File: src/rtl/pcpi_pkg.sv
// Shared definitions for the PCPI coprocessor datapath in the TinyTapeout wrapper.
//
// Contents:
//   PCPI_DATA_W   width of a coprocessor result word
//   PCPI_NIB_W    width of one pin-interface transfer segment
//   ser_state_e   state encoding of the result serializer FSM
//
// The widths are also used by the upstream nibble assembler, so both directions of the
// pin interface agree on segment size.

package pcpi_pkg;

    localparam int unsigned PCPI_DATA_W = 32;
    localparam int unsigned PCPI_NIB_W  = 4;

    typedef enum logic [1:0] {
        SER_IDLE     = 2'b00,
        SER_PRESENT  = 2'b01,
        SER_WAIT_LOW = 2'b10,
        SER_DONE     = 2'b11
    } ser_state_e;

endpackage

File: src/rtl/pcpi_result_serializer_sync_2ff.sv
// Two-flop synchronizer for a single asynchronous level input.
//
// Ports:
//   clk    system clock
//   rst_n  asynchronous active-low reset; both flops clear to 0
//   d      asynchronous input level
//   q      input level re-timed to clk, two cycles of latency
//
// Only instantiated by pcpi_result_serializer when PCPI_SER_ACK_SYNC_EN is defined.

module sync_2ff (
    input  logic clk,
    input  logic rst_n,
    input  logic d,
    output logic q
);

    logic meta_q;
    logic sync_q;

    always_ff @(posedge clk or negedge rst_n) begin
        if (!rst_n) begin
            meta_q <= 1'b0;
            sync_q <= 1'b0;
        end else begin
            meta_q <= d;
            sync_q <= meta_q;
        end
    end

    assign q = sync_q;

endmodule

File: src/rtl/pcpi_result_serializer.sv
// PCPI result serializer.
//
// Captures the coprocessor result word when pcpi_ready is strobed together with pcpi_wr,
// then streams it to the host one segment at a time, least-significant segment first.
// Each segment uses a four-phase handshake with the host:
//   nib_valid rises -> host raises host_ack -> nib_valid falls -> host drops host_ack
//   -> next segment presented.
// busy stays high from capture until the cycle after the done pulse so the upstream
// instruction-assembly logic can hold off the next pcpi_valid.
//
// Configuration macro:
//   PCPI_SER_ACK_SYNC_EN  when defined, host_ack passes through a 2-flop synchronizer
//                         (sync_2ff) before the FSM; every ack edge is seen 2 cycles later.
//                         When undefined, host_ack must be synchronous to clk.
//
// Parameters:
//   DATA_W  width of the captured result (integer multiple of NIB_W)
//   NIB_W   width of one transferred segment
//
// Ports:
//   clk         system clock
//   rst_n       asynchronous active-low reset; aborts any transfer in progress
//   pcpi_ready  coprocessor completion strobe (single cycle)
//   pcpi_wr     result-valid qualifier, sampled with pcpi_ready
//   pcpi_rd     coprocessor result, sampled with pcpi_ready
//   host_ack    host acknowledge level
//   nib_out     current segment (holds its value while nib_valid is low)
//   nib_valid   segment on nib_out is stable and presented
//   nib_idx     index of the presented segment
//   busy        a result is held or in transfer
//   done        single-cycle pulse after the last segment completes
//   overrun     sticky: a result arrived while busy and was dropped
//
// All outputs come straight from flops; no input reaches an output combinationally.

module pcpi_result_serializer
    import pcpi_pkg::*;
#(
    parameter  int unsigned DATA_W = PCPI_DATA_W,
    parameter  int unsigned NIB_W  = PCPI_NIB_W,
    localparam int unsigned NSEG   = DATA_W / NIB_W,
    localparam int unsigned IDX_W  = (NSEG > 1) ? $clog2(NSEG) : 1
) (
    input  logic              clk,
    input  logic              rst_n,
    input  logic              pcpi_ready,
    input  logic              pcpi_wr,
    input  logic [DATA_W-1:0] pcpi_rd,
    input  logic              host_ack,
    output logic [NIB_W-1:0]  nib_out,
    output logic              nib_valid,
    output logic [IDX_W-1:0]  nib_idx,
    output logic              busy,
    output logic              done,
    output logic              overrun
);

    localparam logic [IDX_W-1:0] LAST_IDX = IDX_W'(NSEG - 1);

    // ------------------------------------------------------------------
    // Acknowledge conditioning
    // ------------------------------------------------------------------
    logic ack;

`ifdef PCPI_SER_ACK_SYNC_EN
    sync_2ff u_ack_sync (
        .clk   (clk),
        .rst_n (rst_n),
        .d     (host_ack),
        .q     (ack)
    );
`else
    assign ack = host_ack;
`endif

    // ------------------------------------------------------------------
    // State
    // ------------------------------------------------------------------
    ser_state_e        state_q, state_d;
    logic [DATA_W-1:0] shreg_q, shreg_d;
    logic [IDX_W-1:0]  cnt_q, cnt_d;
    logic              overrun_q, overrun_d;

    logic [NIB_W-1:0]  nib_out_q, nib_out_d;
    logic              nib_valid_q, nib_valid_d;
    logic              busy_q, busy_d;
    logic              done_q, done_d;

    logic              capture;

    assign capture = pcpi_ready & pcpi_wr;

    // Next-state logic for the FSM, counter, shift register and sticky flag.
    always_comb begin
        state_d   = state_q;
        shreg_d   = shreg_q;
        cnt_d     = cnt_q;
        overrun_d = overrun_q;

        case (state_q)
            SER_IDLE: begin
                if (capture) begin
                    shreg_d = pcpi_rd;
                    cnt_d   = '0;
                    state_d = SER_PRESENT;
                end
            end

            SER_PRESENT: begin
                // An ack that is already high on entry counts immediately; WAIT_LOW then
                // forces the host to release it before the next segment is offered.
                if (ack) begin
                    state_d = SER_WAIT_LOW;
                end
            end

            SER_WAIT_LOW: begin
                if (!ack) begin
                    shreg_d = shreg_q >> NIB_W;
                    if (cnt_q == LAST_IDX) begin
                        state_d = SER_DONE;
                    end else begin
                        cnt_d   = cnt_q + IDX_W'(1);
                        state_d = SER_PRESENT;
                    end
                end
            end

            SER_DONE: begin
                cnt_d   = '0;
                state_d = SER_IDLE;
            end

            default: begin
                state_d = SER_IDLE;
            end
        endcase

        // A second result while busy (DONE included) is dropped, never queued.
        if (capture && (state_q != SER_IDLE)) begin
            overrun_d = 1'b1;
        end
    end

    // Output registers are loaded from the next state so they line up with state_q.
    always_comb begin
        nib_valid_d = (state_d == SER_PRESENT);
        busy_d      = (state_d != SER_IDLE);
        done_d      = (state_d == SER_DONE);
        nib_out_d   = nib_out_q;
        if (state_d == SER_PRESENT) begin
            nib_out_d = shreg_d[NIB_W-1:0];
        end
    end

    always_ff @(posedge clk or negedge rst_n) begin
        if (!rst_n) begin
            state_q     <= SER_IDLE;
            shreg_q     <= '0;
            cnt_q       <= '0;
            overrun_q   <= 1'b0;
            nib_out_q   <= '0;
            nib_valid_q <= 1'b0;
            busy_q      <= 1'b0;
            done_q      <= 1'b0;
        end else begin
            state_q     <= state_d;
            shreg_q     <= shreg_d;
            cnt_q       <= cnt_d;
            overrun_q   <= overrun_d;
            nib_out_q   <= nib_out_d;
            nib_valid_q <= nib_valid_d;
            busy_q      <= busy_d;
            done_q      <= done_d;
        end
    end

    assign nib_out   = nib_out_q;
    assign nib_valid = nib_valid_q;
    assign nib_idx   = cnt_q;
    assign busy      = busy_q;
    assign done      = done_q;
    assign overrun   = overrun_q;

endmodule
File: config.mk
export PLATFORM = sky130hd
export DESIGN_NAME = pcpi_result_serializer
export DESIGN_NICKNAME = d
export VERILOG_FILES = /design/src/rtl/pcpi_pkg.sv /design/src/rtl/pcpi_result_serializer_sync_2ff.sv /design/src/rtl/pcpi_result_serializer.sv
export SDC_FILE = /design/constraint.sdc
export NUM_CORES = 1
export LEC_CHECK = 0
export CAP_MARGIN = 0
export CORE_AREA = 2 2 70 72
export DETAILED_ROUTE_END_ITERATION = 8
export DIE_AREA = 0 0 72 74
export PLACE_DENSITY_LB_ADDON = 0.12
export SKIP_LAST_GASP = 1
export SYNTH_ARGS = -nofsm -noshare
export SYNTH_HDL_FRONTEND = slang
export SYNTH_SLANG_ARGS = --single-unit
File: constraint.sdc
create_clock -name clk -period 2.4 [get_ports clk]
set_input_delay 0.72 -clock clk [delete_from_list [all_inputs] [get_ports clk]]
set_output_delay 0.72 -clock clk [all_outputs]
set_load 0.02 [all_outputs]
==> impl_metrics.yaml <==
synthesis:
  synthesis.area_um2: 2210
  synth-adder-area-share_pct: 2.83
  synth_mux_area_share_pct: 3.39
  post_synth_num_cell_types: 28
  synth_fp_nets: 242
  synth-main-ff-cell: "sky130_fd_sc_hd__dfrtp_1"
  yosysMostFrequentCell: "sky130_fd_sc_hd__dfrtp_1"
  synth-compound-area-share_pct: 27.4
  synth_xor_area_share_pct: 0
  synth-simple-area-share_pct: 6.90
  synthTopCellsByArea: "sky130_fd_sc_hd__dfrtp_1 51%, sky130_fd_sc_hd__a22oi_1 9.5%, sky130_fd_sc_hd__buf_6 4.6%"
  synth.top_cell.area_share_pct: 50.9
  yosys_warnings: 0
  synth.cells.most_frequent: "45 x sky130_fd_sc_hd__dfrtp_1, 28 x sky130_fd_sc_hd__a22oi_1, 25 x sky130_fd_sc_hd__nor2_1, 15 x sky130_fd_sc_hd__a21oi_1, 13 x sky130_fd_sc_hd__inv_1"
  netlist_instances: 200
  post_synthesis_sequential_area_ratio_pct: 50.9
  synthesis_stage_register_bit_count: 45
  synthDominantAreaCellType: "sky130_fd_sc_hd__dfrtp_1"
  synth_enable_flop_cells: 0
  asyncSetResetFlopFracSynth_pct: 100
  postSynthAreaPerCell_um2: 11.1
  synth_top_family_by_area: "compound AO/OA/AOI/OAI gates"
cts:
  clock-sinks: 45
  ctsHoldBuffers: 0
  post_cts_buffers: 0
  insertion_delay_ps: 290
  clock-root-buffer: "sky130_fd_sc_hd__clkbuf_8"
  cts_resized: 0
  clock_tree_from_tritoncts: "done"
  cts_max_path_bufs: 2
  tritoncts_buffers: 5
  cts_h_tree_depth: 2
  clk_pin_slew_worst_paths_ps: 80
cells_and_area:
  num_antenna_cells: 0
  layout_stage_area_growth_over_the_synthesis_result_pct: 27.1
  layout-drive-gt1-share_pct: 16.1
  final_net_count: 290
  fill_cells: 415
run_status:
  status: "complete, no violations"
worst_setup_path:
  startpoint_type: "input port"
  crit_type: "input port to flip-flop"
  crit_path_max_fanout: 7
  timing.critical_path.max_delay_family: "compound AO/OA/AOI/OAI gates"
  crit_start: "pcpi_ready"
  r2r-start: "state_q[0]$_DFF_PN0_"
  worst_path_largest_cell_delay_ps: 560
  crit_path_cell_trace: "clkdlybuf4s50_1 -> a21boi_4 -> a211oi_4 -> o21ai_0 -> mux2_4"
  cpMaxStageDelayCell: "sky130_fd_sc_hd__clkdlybuf4s50_1"
  reg2reg_setup_slack_ps: 370
  cp_bufs_invs: 1
  worstSetupEndpointType: "flip-flop"
  rr_endpoint: "nib_out[1]$_DFFE_PN0N_"
  worst_r2r_path_depth: 6
  cp_data_required_time_ps: 2580
  arrival_ps: 2280
flow_run:
  max-cap-violations: 0
die:
  initial_core_utilization_pct: 48.1
  fp.dieW_um: 72
  die_y_um: 74
  rows: 25
  coreArea_um2: 4600
  die_area_um2: 5330
  ioPinCount: 48
sta:
  period_minus_slack_ps: 2100
  hold_violations: 0
  timing.final.setup_violations: 0
  slew_headroom_pct: 62.4
  finalSetupTns_ps: 0
  worst-slew-pin-transition_ps: 564
  timing.final.crit_share_pct: 87.5
  fmaxAchievable_ghz: 0.476
  report.final.slew_viol_count: 0
  skew_ps: 6.26
  final.setup.worst_slack_ps: 300
  setup_repair_after_global_routing_missed_its_margin: "false"
routing:
  totalWireLength_mm: 4.21
  via_per_inst: 5.28
  drc: 0
  dr_total_vias: 1599
  average_wire_per_cell_in_the_routed_design_um: 13.9
  dr.first_iter.drc_count: 131
  ant_nets: 0
  first_pass_iters: 4
global_routing:
  track_usage_pct: 17.1
  first_pass_grt_wire_length_mm: 6.99
  antenna_violations_before_repair: 0
  grt_remaining_overflow: 0
  first_global_vias: 1526
  grt_start_max_net_pins: 46
pwr:
  static_leakage_nw: 1.19
  ir_drop_mv: 0.679
  power.density_cell_area_nw_per_um2: 1320
min_path:
  hold_path_end: "overrun$_DFFE_PN0P_"
  hold_class: "flip-flop to flip-flop"
  hold_depth: 1
  timing.hold.worst.start: "overrun$_DFFE_PN0P_"
placed_design:
  finalWeightedCongestion: 0.807
  hpwlAfterDp_mm: 2.92
  placement_stage_worst_setup_slack_ps: -26.5
  io_buffer_count: 47
cell type report:
class	instances	area [um^2]	share of cell area (%)
flip-flops and latches	45	1130	40.0
well taps	54	67.6	2.40
multi-input cells	126	900	32.0
repair buffers	56	546	19.4
inverters	14	57.6	2.05
clock inverters	1	30.0	1.07
clock buffers	7	86.3	3.07
state kept, by name (all words and copies together) (netlist names):
name	flops
busy	1
done	1
nib_idx	3
nib_out	4
nib_valid	1
overrun	1
shreg_q	32
state_q	2
routing by layer:
layer	vias up	global-route usage, %	wire (um)
met1	746	21.9	1960
met3	7	5.15	273
li1	803	-	-
met5	-	0	0
met4	0	5.66	58
met2	43	28.0	1920
how the worst max path moves through the flow:
stage | cells after the start | slack [ps] | end
6_report | 5 | 300 | nib_out[1]$_DFFE_PN0N_
5_1_grt | 5 | 210 | nib_out[1]$_DFFE_PN0N_
4_1_cts | 5 | 290 | nib_out[1]$_DFFE_PN0N_
3_5_place_dp | 5 | -30 | nib_out[1]$_DFFE_PN0N_
3_3_place_gp | 5 | -60 | nib_out[1]$_DFFE_PN0N_
2_1_floorplan | 6 | 450 | nib_out[0]$_DFFE_PN0N_
cell usage in the layout (no fill, tap or decap), drive strengths merged:
master | synthesis | layout
a22oi | 28 | 28
nand2 | 4 | 4
o221a | 1 | 1
a21boi | 1 | 1
inv | 13 | 13
nand3 | 5 | 5
clkbuf | 0 | 7
mux2 | 5 | 5
o211ai | 1 | 1
o21ba | 1 | 1
o21a | 2 | 2
a22o | 5 | 5
bufinv | 0 | 1
clkdlybuf4s50 | 0 | 46
buf | 15 | 10
o21bai | 1 | 1
nor2 | 26 | 26
o21ai | 9 | 9
a21o | 1 | 1
nor2b | 1 | 1
dfrtp | 45 | 45
a2111oi | 1 | 1
a211oi | 2 | 2
and3 | 1 | 1
ha | 5 | 5
clkinv | 1 | 1
a21oi | 26 | 26
metrics by stage:
| stage | hold WS [ps] | cells | total power, mW | instance area [um^2] | util, % |
|---|---|---|---|---|---|
| floorplan | 424 | 200 | 2.80 | 2210 | - |
| global placement | 458 | 295 | 3.13 | 2700 | 58.6 |
| detailed placement | 473 | 295 | 3.17 | 2700 | 58.6 |
| CTS | 492 | 303 | 3.77 | 2810 | 61.2 |
| global route | 499 | 303 | 4.03 | 2810 | 61.2 |
| finish | 485 | 303 | 3.71 | 2810 | 61.2 |
worst reg2reg max path, cell delays in order, from the launching register on:
cell and delay [ps]:
sky130_fd_sc_hd__dfrtp_1 420, sky130_fd_sc_hd__inv_1 90, sky130_fd_sc_hd__ha_1 440, sky130_fd_sc_hd__nor2_2 110, sky130_fd_sc_hd__a211oi_4 370, sky130_fd_sc_hd__o21ai_0 190
sky130_fd_sc_hd__mux2_4 290
kinds of logic after synthesis:
kind of cell             Yosys count
AO/OA/AOI/OAI                     79
AND/OR/NAND/NOR                   37
flip-flops                        45
adder cells (fa/ha/maj)            5
multiplexers                       5
buffers and inverters             29
report_power, final:
group	switching [mW]	internal, mW	total (mW)
combinational	0.979	0.842	1.82
sequential	0.188	1.12	1.31
clock	0.241	0.339	0.580
total	1.41	2.30	3.71
No activity file was read; power rests on OpenSTA's default activity.
